### config.mk
export PLATFORM = sky130hd
export DESIGN_NAME = rx_deframer
export DESIGN_NICKNAME = d
export VERILOG_FILES = /design/src/rtl/rx_deframer_pkg.sv /design/src/rtl/rx_deframer_sat_counter.sv /design/src/rtl/rx_deframer.sv
export SDC_FILE = /design/constraint.sdc
export NUM_CORES = 1
export LEC_CHECK = 0
export BUFFER_PORTS_ARGS = -buffer_cell sky130_fd_sc_hd__clkbuf_2
export CORE_MARGIN = 2
export CORE_UTILIZATION = 62
export CTS_CLUSTER_SIZE = 8
export DETAILED_ROUTE_END_ITERATION = 6
export GPL_TIMING_DRIVEN = 0
export PLACE_DENSITY_LB_ADDON = 0.08
export SLEW_MARGIN = 10
export SYNTH_ARGS = -nofsm -noshare
export SYNTH_HDL_FRONTEND = slang
export SYNTH_SLANG_ARGS = --single-unit
### constraint.sdc
create_clock -name i_aclk -period 6.11 [get_ports i_aclk]
set_input_delay 0.611 -clock i_aclk [delete_from_list [all_inputs] [get_ports i_aclk]]
set_output_delay 0.611 -clock i_aclk [all_outputs]
set_load 0.1 [all_outputs]
### src/rtl/rx_deframer_pkg.sv
// rx_deframer_pkg: state encoding, default sync word and LEN field layout shared by the deframer slice
package rx_deframer_pkg;
    localparam logic [2:0] ST_IDLE    = 3'd0;
    localparam logic [2:0] ST_HUNT    = 3'd1;
    localparam logic [2:0] ST_LEN     = 3'd2;
    localparam logic [2:0] ST_PAYLOAD = 3'd3;
    localparam logic [2:0] ST_CHK     = 3'd4;
    localparam logic [31:0] SYNC_DEFAULT = 32'hA5C3_3C5A;
    localparam int LEN_N_LSB = 0;
    localparam int LEN_N_MSB = 15;
    localparam int LEN_C_LSB = 16;
    localparam int LEN_C_MSB = 31;
endpackage

### src/rtl/rx_deframer_sat_counter.sv
// sat_counter: saturating up-counter where a clear beats a coincident increment
module sat_counter #(
    parameter int W = 16
) (
    input  logic         i_aclk,
    input  logic         i_aresetn,
    input  logic         i_inc,
    input  logic         i_clr,
    output logic [W-1:0] o_count
);
    always_ff @(posedge i_aclk or negedge i_aresetn) begin
        if (!i_aresetn)
            o_count <= '0;
        else if (i_clr)
            o_count <= '0;
        else if (i_inc && !(&o_count))
            o_count <= o_count + 1'b1;
    end
endmodule

### src/rtl/rx_deframer.sv
// rx_deframer: hunts sync, validates LEN, forwards payload as AXI-Stream with sof/eof, checks XOR trailer
module rx_deframer
    import rx_deframer_pkg::*;
#(
    parameter logic [31:0] C_SYNC_WORD = SYNC_DEFAULT,
    parameter int unsigned C_MAX_LEN   = 256,
    parameter int          C_CNT_WIDTH = 16
) (
    input  logic                   i_aclk,
    input  logic                   i_aresetn,
    input  logic                   i_enable,
    input  logic                   i_clear_counts,
    input  logic                   s_axis_tvalid,
    output logic                   s_axis_tready,
    input  logic [31:0]            s_axis_tdata,
    output logic                   m_axis_tvalid,
    input  logic                   m_axis_tready,
    output logic [31:0]            m_axis_tdata,
    output logic                   m_axis_sof,
    output logic                   m_axis_eof,
    output logic                   o_locked,
    output logic                   o_frame_ok,
    output logic                   o_frame_err,
    output logic [C_CNT_WIDTH-1:0] o_frame_count,
    output logic [C_CNT_WIDTH-1:0] o_err_len_count,
    output logic [C_CNT_WIDTH-1:0] o_err_chk_count
);
    logic [2:0]  state;
    logic [15:0] remaining;
    logic [31:0] acc;
    logic        first;
    logic        s_fire;
    logic [15:0] hdr_n;
    logic [15:0] hdr_c;
    logic        hdr_ok;
    logic        len_err;
    logic        chk_ok;
    logic        chk_err;

    assign s_axis_tready = (state == ST_PAYLOAD) ? (!m_axis_tvalid || m_axis_tready) : (state != ST_IDLE);
    assign s_fire  = s_axis_tvalid && s_axis_tready && i_enable;
    assign hdr_n   = s_axis_tdata[LEN_N_MSB:LEN_N_LSB];
    assign hdr_c   = s_axis_tdata[LEN_C_MSB:LEN_C_LSB];
    assign hdr_ok  = (hdr_c == ~hdr_n) && (hdr_n != '0) && ({16'd0, hdr_n} <= C_MAX_LEN);
    assign len_err = s_fire && (state == ST_LEN) && !hdr_ok;
    assign chk_ok  = s_fire && (state == ST_CHK) && (s_axis_tdata == acc);
    assign chk_err = s_fire && (state == ST_CHK) && (s_axis_tdata != acc);

    always_ff @(posedge i_aclk or negedge i_aresetn) begin
        if (!i_aresetn) begin
            state         <= ST_IDLE;
            remaining     <= '0;
            acc           <= '0;
            first         <= 1'b0;
            m_axis_tvalid <= 1'b0;
            m_axis_tdata  <= '0;
            m_axis_sof    <= 1'b0;
            m_axis_eof    <= 1'b0;
            o_locked      <= 1'b0;
            o_frame_ok    <= 1'b0;
            o_frame_err   <= 1'b0;
        end else begin
            o_frame_ok  <= chk_ok;
            o_frame_err <= len_err || chk_err;
            if (m_axis_tvalid && m_axis_tready)
                m_axis_tvalid <= 1'b0;
            if (!i_enable) begin
                state    <= ST_IDLE;
                o_locked <= 1'b0;
            end else begin
                case (state)
                    ST_IDLE: state <= ST_HUNT;
                    ST_HUNT: if (s_fire && s_axis_tdata == C_SYNC_WORD) state <= ST_LEN;
                    ST_LEN: if (s_fire) begin
                        if (hdr_ok) begin
                            remaining <= hdr_n;
                            acc       <= '0;
                            first     <= 1'b1;
                            state     <= ST_PAYLOAD;
                        end else begin
                            o_locked <= 1'b0;
                            state    <= ST_HUNT;
                        end
                    end
                    ST_PAYLOAD: if (s_fire) begin
                        m_axis_tvalid <= 1'b1;
                        m_axis_tdata  <= s_axis_tdata;
                        m_axis_sof    <= first;
                        m_axis_eof    <= remaining == 16'd1;
                        acc           <= acc ^ s_axis_tdata;
                        first         <= 1'b0;
                        remaining     <= remaining - 16'd1;
                        if (remaining == 16'd1) state <= ST_CHK;
                    end
                    ST_CHK: if (s_fire) begin
                        o_locked <= chk_ok;
                        state    <= ST_HUNT;
                    end
                    default: state <= ST_IDLE;
                endcase
            end
        end
    end

    sat_counter #(.W(C_CNT_WIDTH)) u_frame_cnt (
        .i_aclk(i_aclk), .i_aresetn(i_aresetn), .i_inc(chk_ok), .i_clr(i_clear_counts), .o_count(o_frame_count)
    );
    sat_counter #(.W(C_CNT_WIDTH)) u_len_cnt (
        .i_aclk(i_aclk), .i_aresetn(i_aresetn), .i_inc(len_err), .i_clr(i_clear_counts), .o_count(o_err_len_count)
    );
    sat_counter #(.W(C_CNT_WIDTH)) u_chk_cnt (
        .i_aclk(i_aclk), .i_aresetn(i_aresetn), .i_inc(chk_err), .i_clr(i_clear_counts), .o_count(o_err_chk_count)
    );
endmodule

== Yosys cells after proc, flatten, opt, wreduce, memory -nomap -nowiden ==
Cells that the tools add are included.
Cells by class
  equality and inequality tests: 19
  muxes and demuxes: 36
  reduce and logical (&&, ||, !) cells: 35
  bitwise gates (word level): 2
  add/subtract/negate cells: 4
  magnitude comparators: 1
Operators by type and width (number)
  16-bit two-way mux: 9
  32-bit two-way mux: 3
  32-bit case mux with 2 select lines: 1
  16-bit by 1-bit adder with 16-bit output, second input constant: 3
  16-bit AND reduction: 3
  32-bit == test: 1
  32-bit == test, second input constant: 1
  32-bit != test: 1
  16-bit case mux with 2 select lines: 1
  32-bit bitwise XOR: 1
  3-bit two-way mux: 6
  16-bit by 1-bit == test with 1-bit output, second input constant: 1
  16-bit == test: 1
  16-bit by 9-bit <= comparator with 1-bit output, second input constant: 1
  16-bit NOT: 1
  16-bit nonzero test: 1
  16-bit by 1-bit subtractor with 16-bit output, second input constant: 1
  3-bit != test, second input constant: 5
  3-bit case mux with 5 select lines: 1
  1-bit logical AND: 14
  1-bit two-way mux: 12
  5-bit AND reduction: 2
  2-bit nonzero test: 4
  3-bit by 2-bit == test with 1-bit output, second input constant: 2
  other kinds (13): 21
Word-level totals
  output and inout bits: 87
  register bits after elaboration: 138

== Logic depth before layout (Yosys ltp) ==
Gate-level depths: netlist of the first run.
  depth after elaboration: 10
  depth in mapped cells: 9
  gate-level depth less buffers: 8

== Modules after synthesis ==
A second synthesis of the first run with hierarchy kept.
Unflattened totals
  cells, all modules: 831
  area total of the unflattened synthesis: 7457.2 um2
Modules (own cells, without submodules)
  rx_deframer: area an instance 4745.8 um2, cells each 553, times used 1
  sat_counter at u_chk_cnt ...: area an instance 919.6 um2, cells each 95, times used 2
  sat_counter at u_len_cnt: area an instance 872.1 um2, cells each 88, times used 1

== Worst setup path before layout of the first run ==
No wires, ideal clock.
  path kind: reg2reg
  start point: register u_frame_cnt.o_count[9]
  end point: register u_frame_cnt.o_count[6]
  setup time: 125 ps
  stages on the path, launching flop included: 8
  arrival: 2510 ps
  slack: 3476 ps
  cell sequence: dfrtp_1 > nand3_1 > nor2_1 > nand4_1 > nor3_1 > clkbuf_1 > nor4_1 > mux2_2
Between the ends
  cells in the longest elaborated chain, start to end: 4
RTL lines
  start, declared: line rx_deframer_sat_counter.sv:9  | output logic [W-1:0] o_count
  start signal, assigned: line rx_deframer_sat_counter.sv:17  | o_count <= o_count + 1'b1;
  16-bit AND reduction: line rx_deframer_sat_counter.sv:16  | else if (i_inc && !(&o_count))
  1-bit logical NOT: line rx_deframer_sat_counter.sv:16
  1-bit logical AND: line rx_deframer_sat_counter.sv:16
  2-bit nonzero test (no line)
No other way between the ends.
A chain may end at the register's enable or synchronous reset.

== Worst setup path after layout of the first run ==
  start point: register state[0]
  end point: register m_axis_tdata[12]
Between the ends
  cells in the longest elaborated chain, start to end: 5
RTL lines
  start, declared: line rx_deframer.sv:28  | logic [2:0] state;
  start signal, assigned: line rx_deframer.sv:51  | state <= ST_IDLE;
  start signal, assigned: line rx_deframer.sv:68  | state <= ST_IDLE;
  start signal, assigned: line rx_deframer.sv:72  | ST_IDLE: state <= ST_HUNT;
  3-bit by 2-bit == test with 1-bit output / 3-bit nonzero test (equally long branches): line rx_deframer.sv:40, rx_deframer.sv:71
  1-bit two-way mux: line rx_deframer.sv:40  | assign s_axis_tready = (state == ST_PAYLOAD) ? (!m_axis_tvalid || m_axis_tready) : (state != ST_IDLE);
  1-bit logical AND (2 in a row): line rx_deframer.sv:41  | assign s_fire = s_axis_tvalid && s_axis_tready && i_enable;
  3-bit AND reduction (no line) (*)
  end signal, assigned: line rx_deframer.sv:87  | m_axis_tdata <= s_axis_tdata;
  end, declared: line rx_deframer.sv:18  | output logic [31:0] m_axis_tdata,
Mark *: on every way between the ends. The rest lies on a longest branch, timed or not.

==> results of run 1 <==
[worst max-delay path, cell delays in order (launching register included)]
cell      delay [ps]
dfrtp_1          370
buf_6            130
or2_2            290
a21oi_1          310
or3_1            180
buf_2            220
clkbuf_1         460
buf_1            460
nand2_1          130
nand2_1          100
[state kept, by name, summed over array words and instances (netlist names)]
register             flops
m_axis_sof               1
u_chk_cnt.o_count       16
m_axis_tdata            32
o_frame_err              1
first                    1
u_len_cnt.o_count       16
o_locked                 1
u_frame_cnt.o_count     16
state                    3
acc                     32
o_frame_ok               1
m_axis_tvalid            1
m_axis_eof               1
remaining               16
[per-stage QoR]
step                      hold WS, ps  cell area, um2  total power, mW  worst slack (ps)    util
after floorplan                 315.4            7928           0.9919              3476       -
after global placement          458.2            8698            1.048              2079  0.6921
after detailed placement        462.1            8735            1.051              3071  0.6950
after CTS                       107.9            9392            2.185              3407  0.7472
after global routing            122.5            9392            2.241              3179  0.7472
final                           100.8            9392            2.178              3386  0.7472
[area by class of cell]
| class | count | area, um2 |
|---|---|---|
| Multi-Input combinational cell | 657 | 4118 |
| Sequential cell | 138 | 3453 |
| Fill cell | 954 | 3177 |
| Timing Repair Buffer | 112 | 591.8 |
| Clock buffer | 23 | 498.0 |
| Buffer | 54 | 292.8 |
| Tap cell | 172 | 215.2 |
| Clock inverter | 9 | 158.9 |
| Inverter | 17 | 63.81 |
[power by group through the flow]
stage	Clock, mW	Sequential (mW)	Combinational [mW]
CTS	1.15	0.916	0.120
finish	1.14	0.916	0.120
detailed placement	0	0.933	0.119
global placement	0	0.933	0.115
global route	1.20	0.916	0.130
floorplan	0	0.935	0.0567
[how the worst max path moves through the flow]
stage / cells after the start / to
global route: 9 / m_axis_tdata[14]
floorplan: 7 / u_frame_cnt.o_count[6]
CTS: 9 / m_axis_tdata[15]
global placement: 1 / m_axis_tdata[15]
finish: 9 / m_axis_tdata[12]
detailed placement: 8 / u_frame_cnt.o_count[6]
[cells in the mapped netlist, drive strengths merged, types with 16 or more instances]
cell and instances:
buf 29, o21ai 20, inv 17, nor3b 51
nand3 31, nor2 80, dfrtp 138, nand2 131
a21oi 37, nor4 16, a211o 34, nor2b 22
nor3 16, clkbuf 25, mux2 20, xnor2 31
nand4 23
[routing by layer]
metal	share of wire	track usage
met1	0.42	0.4333
met2	0.49	0.5449
met3	0.065	0.06076
met4	0.026	0.1153
met5	0	0
[cell families after synthesis]
logic type,Yosys count,synth area share
buf+inv,71,0.04498
xor+xnor,45,0.04972
compound gates,147,0.1305
simple gates,437,0.2953
mux,23,0.03599
flops,138,0.4356
fa+ha+maj,5,0.007891
==> impl_metrics.toml, run 1 <==
[outcome]
status = "finished, final reports clean"

[pwr]
p_clk_frac = 0.524
power.density_nw_per_um2 = 231.9
pwr-share-seq = 0.421
p_switching_mw = 0.4860
combPwrFrac = 0.055
switching_share = 0.2231
peakVddDrop_uv = 190.5
p_leak_nw = 4.568
internal_power_mw = 1.692

[route]
routed_wl_um = 21710
wl_per_cell_um = 18.37
drtAntennaViolNets = 0
num_vias = 7333
drtIter0Drc = 930
first_pass_iters = 5
vias_per_cell = 6.204
drc_errors = 0

[die]
die-area_um2 = 13710
die_width_um = 117.1
start_util = 0.6308
dieHeight_um = 117.1
core_um2 = 12570
io_pins = 125
rows = 41

[logic_synthesis]
yosysSeqAreaShare = 0.4356
synth_cell_types = 67
synth_edf_count = 0
synth_seq_cells = 138
synth.cell_area_um2 = 7928
synth_area_leaders = "dfrtp_1, nand2_1, nor3b_1"
postSynthCellCount = 866
synth_nets = 909
ys_warn_count = 0
ys.flop_type = "dfrtp_1"
avgSynthCellArea_um2 = 9.154
synth_area_leader_cell = "dfrtp_1"
ys_async_sr_fraction = 1.000
netlist.area_leader.share = 0.4356

[timing]
skew_ps = 10.79
timing.fmax_ghz = 0.3671
setup_viol = 0
rsz0062_at_grt = "no"
drv_slew = 0
period_minus_slack_ps = 2724
slew_headroom = 0.4866
setup-tns-final_ps = 0
worst_pin_slew_ps = 759.5
timing_hold_violations_final = 0
fin_crit_sh = 0.4458

[setup_path]
r2r_slack_ps = 3390
rr_worst_depth = 9
path_class = "reg -> reg"
startpoint_type = "register"
crit_start = "state[0]"
r2r-end = "m_axis_tdata[12]"
crit_path_end_kind = "register"
r2r_start = "state[0]"
arrival_ps = 3080
critPathRequiredTime_ps = 6460
path_max_fanout = 10

[finish]
syn_to_final_growth_pct = 18.47
final_common_cell = "dfrtp_1"
drive_gt1_frac = 0.1970
nNetsFinal = 1040
mostFrequentLayoutCells = "dfrtp_1, nand2_1, clkbuf_2, nor2_1, nor3b_1"
instances_no_fill = 1182
num_antenna_cells = 0

[clock_network]
cts_max_level = 4
clockBufferDepth = 2
cts.clk_slew.worst_paths_ps = 60
post_cts_buffers = 0
cts_buffers = 17
clock_latency_ps = 420
cts_resized = 0
cts.sinks = 138
clockRootBuffer = "clkbuf_16"
cts_tree = "done"
postCtsHoldBufs = 0

[run]
max_cap_viol_count = 0

[place]
placed_cells = 1150
port_buffers = 111
place_hpwl_um = 15150
routabilityCongestion = 0.9141

[grt]
grt_usage = 0.3275
overflow = 0
grt_pass1_wl_um = 34490
grt_antenna_before_repair = 0
grt_pass1_vias = 6616
grt_max_degree = 99

[worst_hold_path]
hp-class = "in -> async"
Note: power is estimated with default switching activity, not from simulation.
==> run 2: changes to the inputs <==
CORE_UTILIZATION = 52   (was 62)
clock period = 2.45 ns   (was 6.11 ns; I/O delays follow)
==> impl_metrics.toml, run 2 (synthesized netlist as in run 1, its figures left out) <==
[grt]
grt_usage = 0.2748
grt_pass1_wl_um = 35100
grt_antenna_before_repair = 0
overflow = 0
grt_max_degree = 95
grt_pass1_vias = 6638

[timing]
layout_setup_ws_ps = 103.5
drv_slew = 0
period_minus_slack_ps = 2346
worst_pin_slew_ps = 610.7
setup_viol = 0
timing_hold_violations_final = 0
slew_headroom = 0.5929
timing.fmax_ghz = 0.4262
fin_crit_sh = 0.9577
skew_ps = 8.302
rsz0062_at_grt = "no"

[die]
dieHeight_um = 127.5
rows = 45
start_util = 0.5273
die_width_um = 127.5
die-area_um2 = 16250
io_pins = 125
core_um2 = 15030

[outcome]
status = "finished, final reports clean"

[pwr]
peakVddDrop_uv = 450.0
p_leak_nw = 4.595
power.density_nw_per_um2 = 546.9
finalPower_mw = 5.196

[worst_hold_path]
hp-class = "in -> reg"
hp-start = "s_axis_tdata[15]"

[setup_path]
startpoint_type = "register"
crit_path_end_kind = "register"
critPathRequiredTime_ps = 2760
r2r_start = "state[0]"
crit_start = "state[0]"
path_class = "reg -> reg"
path_max_fanout = 10
arrival_ps = 2660

[clock_network]
cts_buffers = 17
cts_tree = "done"
cts_max_level = 4
cts.clk_slew.worst_paths_ps = 60
clockBufferDepth = 2
clockRootBuffer = "clkbuf_16"
clock_latency_ps = 430
cts.sinks = 138

[finish]
top_regs = "acc x32, m_axis_tdata x32"
syn_to_final_growth_pct = 19.85
drive_gt1_frac = 0.2409
multiInputGateArea_um2 = 4194
final_common_cell = "nand2_1"
mostFrequentLayoutCells = "nand2_1, clkbuf_2, dfrtp_1, nor2_1, nor3b_1"
nNetsFinal = 1043
fill_cells = 1326
num_antenna_cells = 0
seqCellArea_um2 = 3476

[route]
first_pass_iters = 5
drtIter0Drc = 459
drtAntennaViolNets = 0
num_vias = 7095
routed_wl_um = 21770
vias_per_cell = 5.908
drc_errors = 0
wl_per_cell_um = 18.12

[place]
port_buffers = 111
place_hpwl_um = 15390
place_ws_ps = -373.1
routabilityCongestion = 0.8897

[run]
max_cap_viol_count = 0
## run 2: cell types whose count changed in the layout (fill, tap and decap cells not counted), moves of 3 or more
cell | previous run | this run
buf_2 | 14 | 17
buf_4 | 1 | 4
nor4_1 | 14 | 11
clkbuf_2 | 111 | 121
dfrtp_1 | 138 | 120
buf_1 | 5 | 2
clkbuf_1 | 25 | 13
dfrtp_2 | 0 | 18
## run 2: critical path: stages, from the launching register on
cell     delay, ps
dfrtp_1        370
buf_6          130
or3b_4         440
nor2_4         140
and3_1         190
nand3_2        140
buf_6          190
nor4_2         280
mux2_2         360
## run 2: worst paths after layout
path                                                to  slack [ps]  cells past startpoint
worst max register to register  u_frame_cnt.o_count[6]         100                      8
max in group asynchronous                       acc[6]        1330                      3
worst max-delay path            u_frame_cnt.o_count[6]         100                      8
min in group asynchronous        u_chk_cnt.o_count[10]         330                      2
worst min-delay path                  m_axis_tdata[15]         110                      3
worst min register to register              m_axis_sof         480                      2
## run 2: power by group
| group | switching, mW | leakage, nW | internal (mW) | total [mW] |
|---|---|---|---|---|
| Combinational | 0.210 | 2.44 | 0.0932 | 0.303 |
| Clock | 1.00 | 0.289 | 1.60 | 2.61 |
| Sequential | 0.00211 | 1.87 | 2.28 | 2.28 |
## run 2: cell type report
class	count	share of cell area
Multi-Input combinational cell	657	0.4414
Sequential cell	138	0.3658
Timing Repair Buffer	115	0.06492
Clock buffer	22	0.05096
Buffer	54	0.03332
Tap cell	188	0.02476
Clock inverter	10	0.01211
Inverter	17	0.006716
## run 2: stage by stage
stage                     instances  hold WS [ps]  setup TNS [ps]  utilization  cell area [um2]
final                          1201         110.3               0       0.6320             9502
after floorplan                 866        -50.59               0            -             7949
after CTS                      1199         96.83               0       0.6266             9420
after global routing           1201         129.4               0       0.6320             9502
after detailed placement       1166         214.8          -15480       0.5838             8776
after global placement         1165         460.6         -190900       0.5814             8740
## run 2: what timing repair did
item / CTS / global route
gates resized for setup: 11 / 29
hold buffers: 1 / 0
pin swaps: 0 / 3
endpoints found under the hold margin: 44 / 0
endpoints found under the setup margin: 79 / 108
setup buffers: 0 / 2
## run 2: per-layer routing
layer / global-route usage / share of wire
met1: 0.3593 / 0.43
met2: 0.4564 / 0.49
met3: 0.04983 / 0.055
met4: 0.1054 / 0.021
met5: 0 / 0
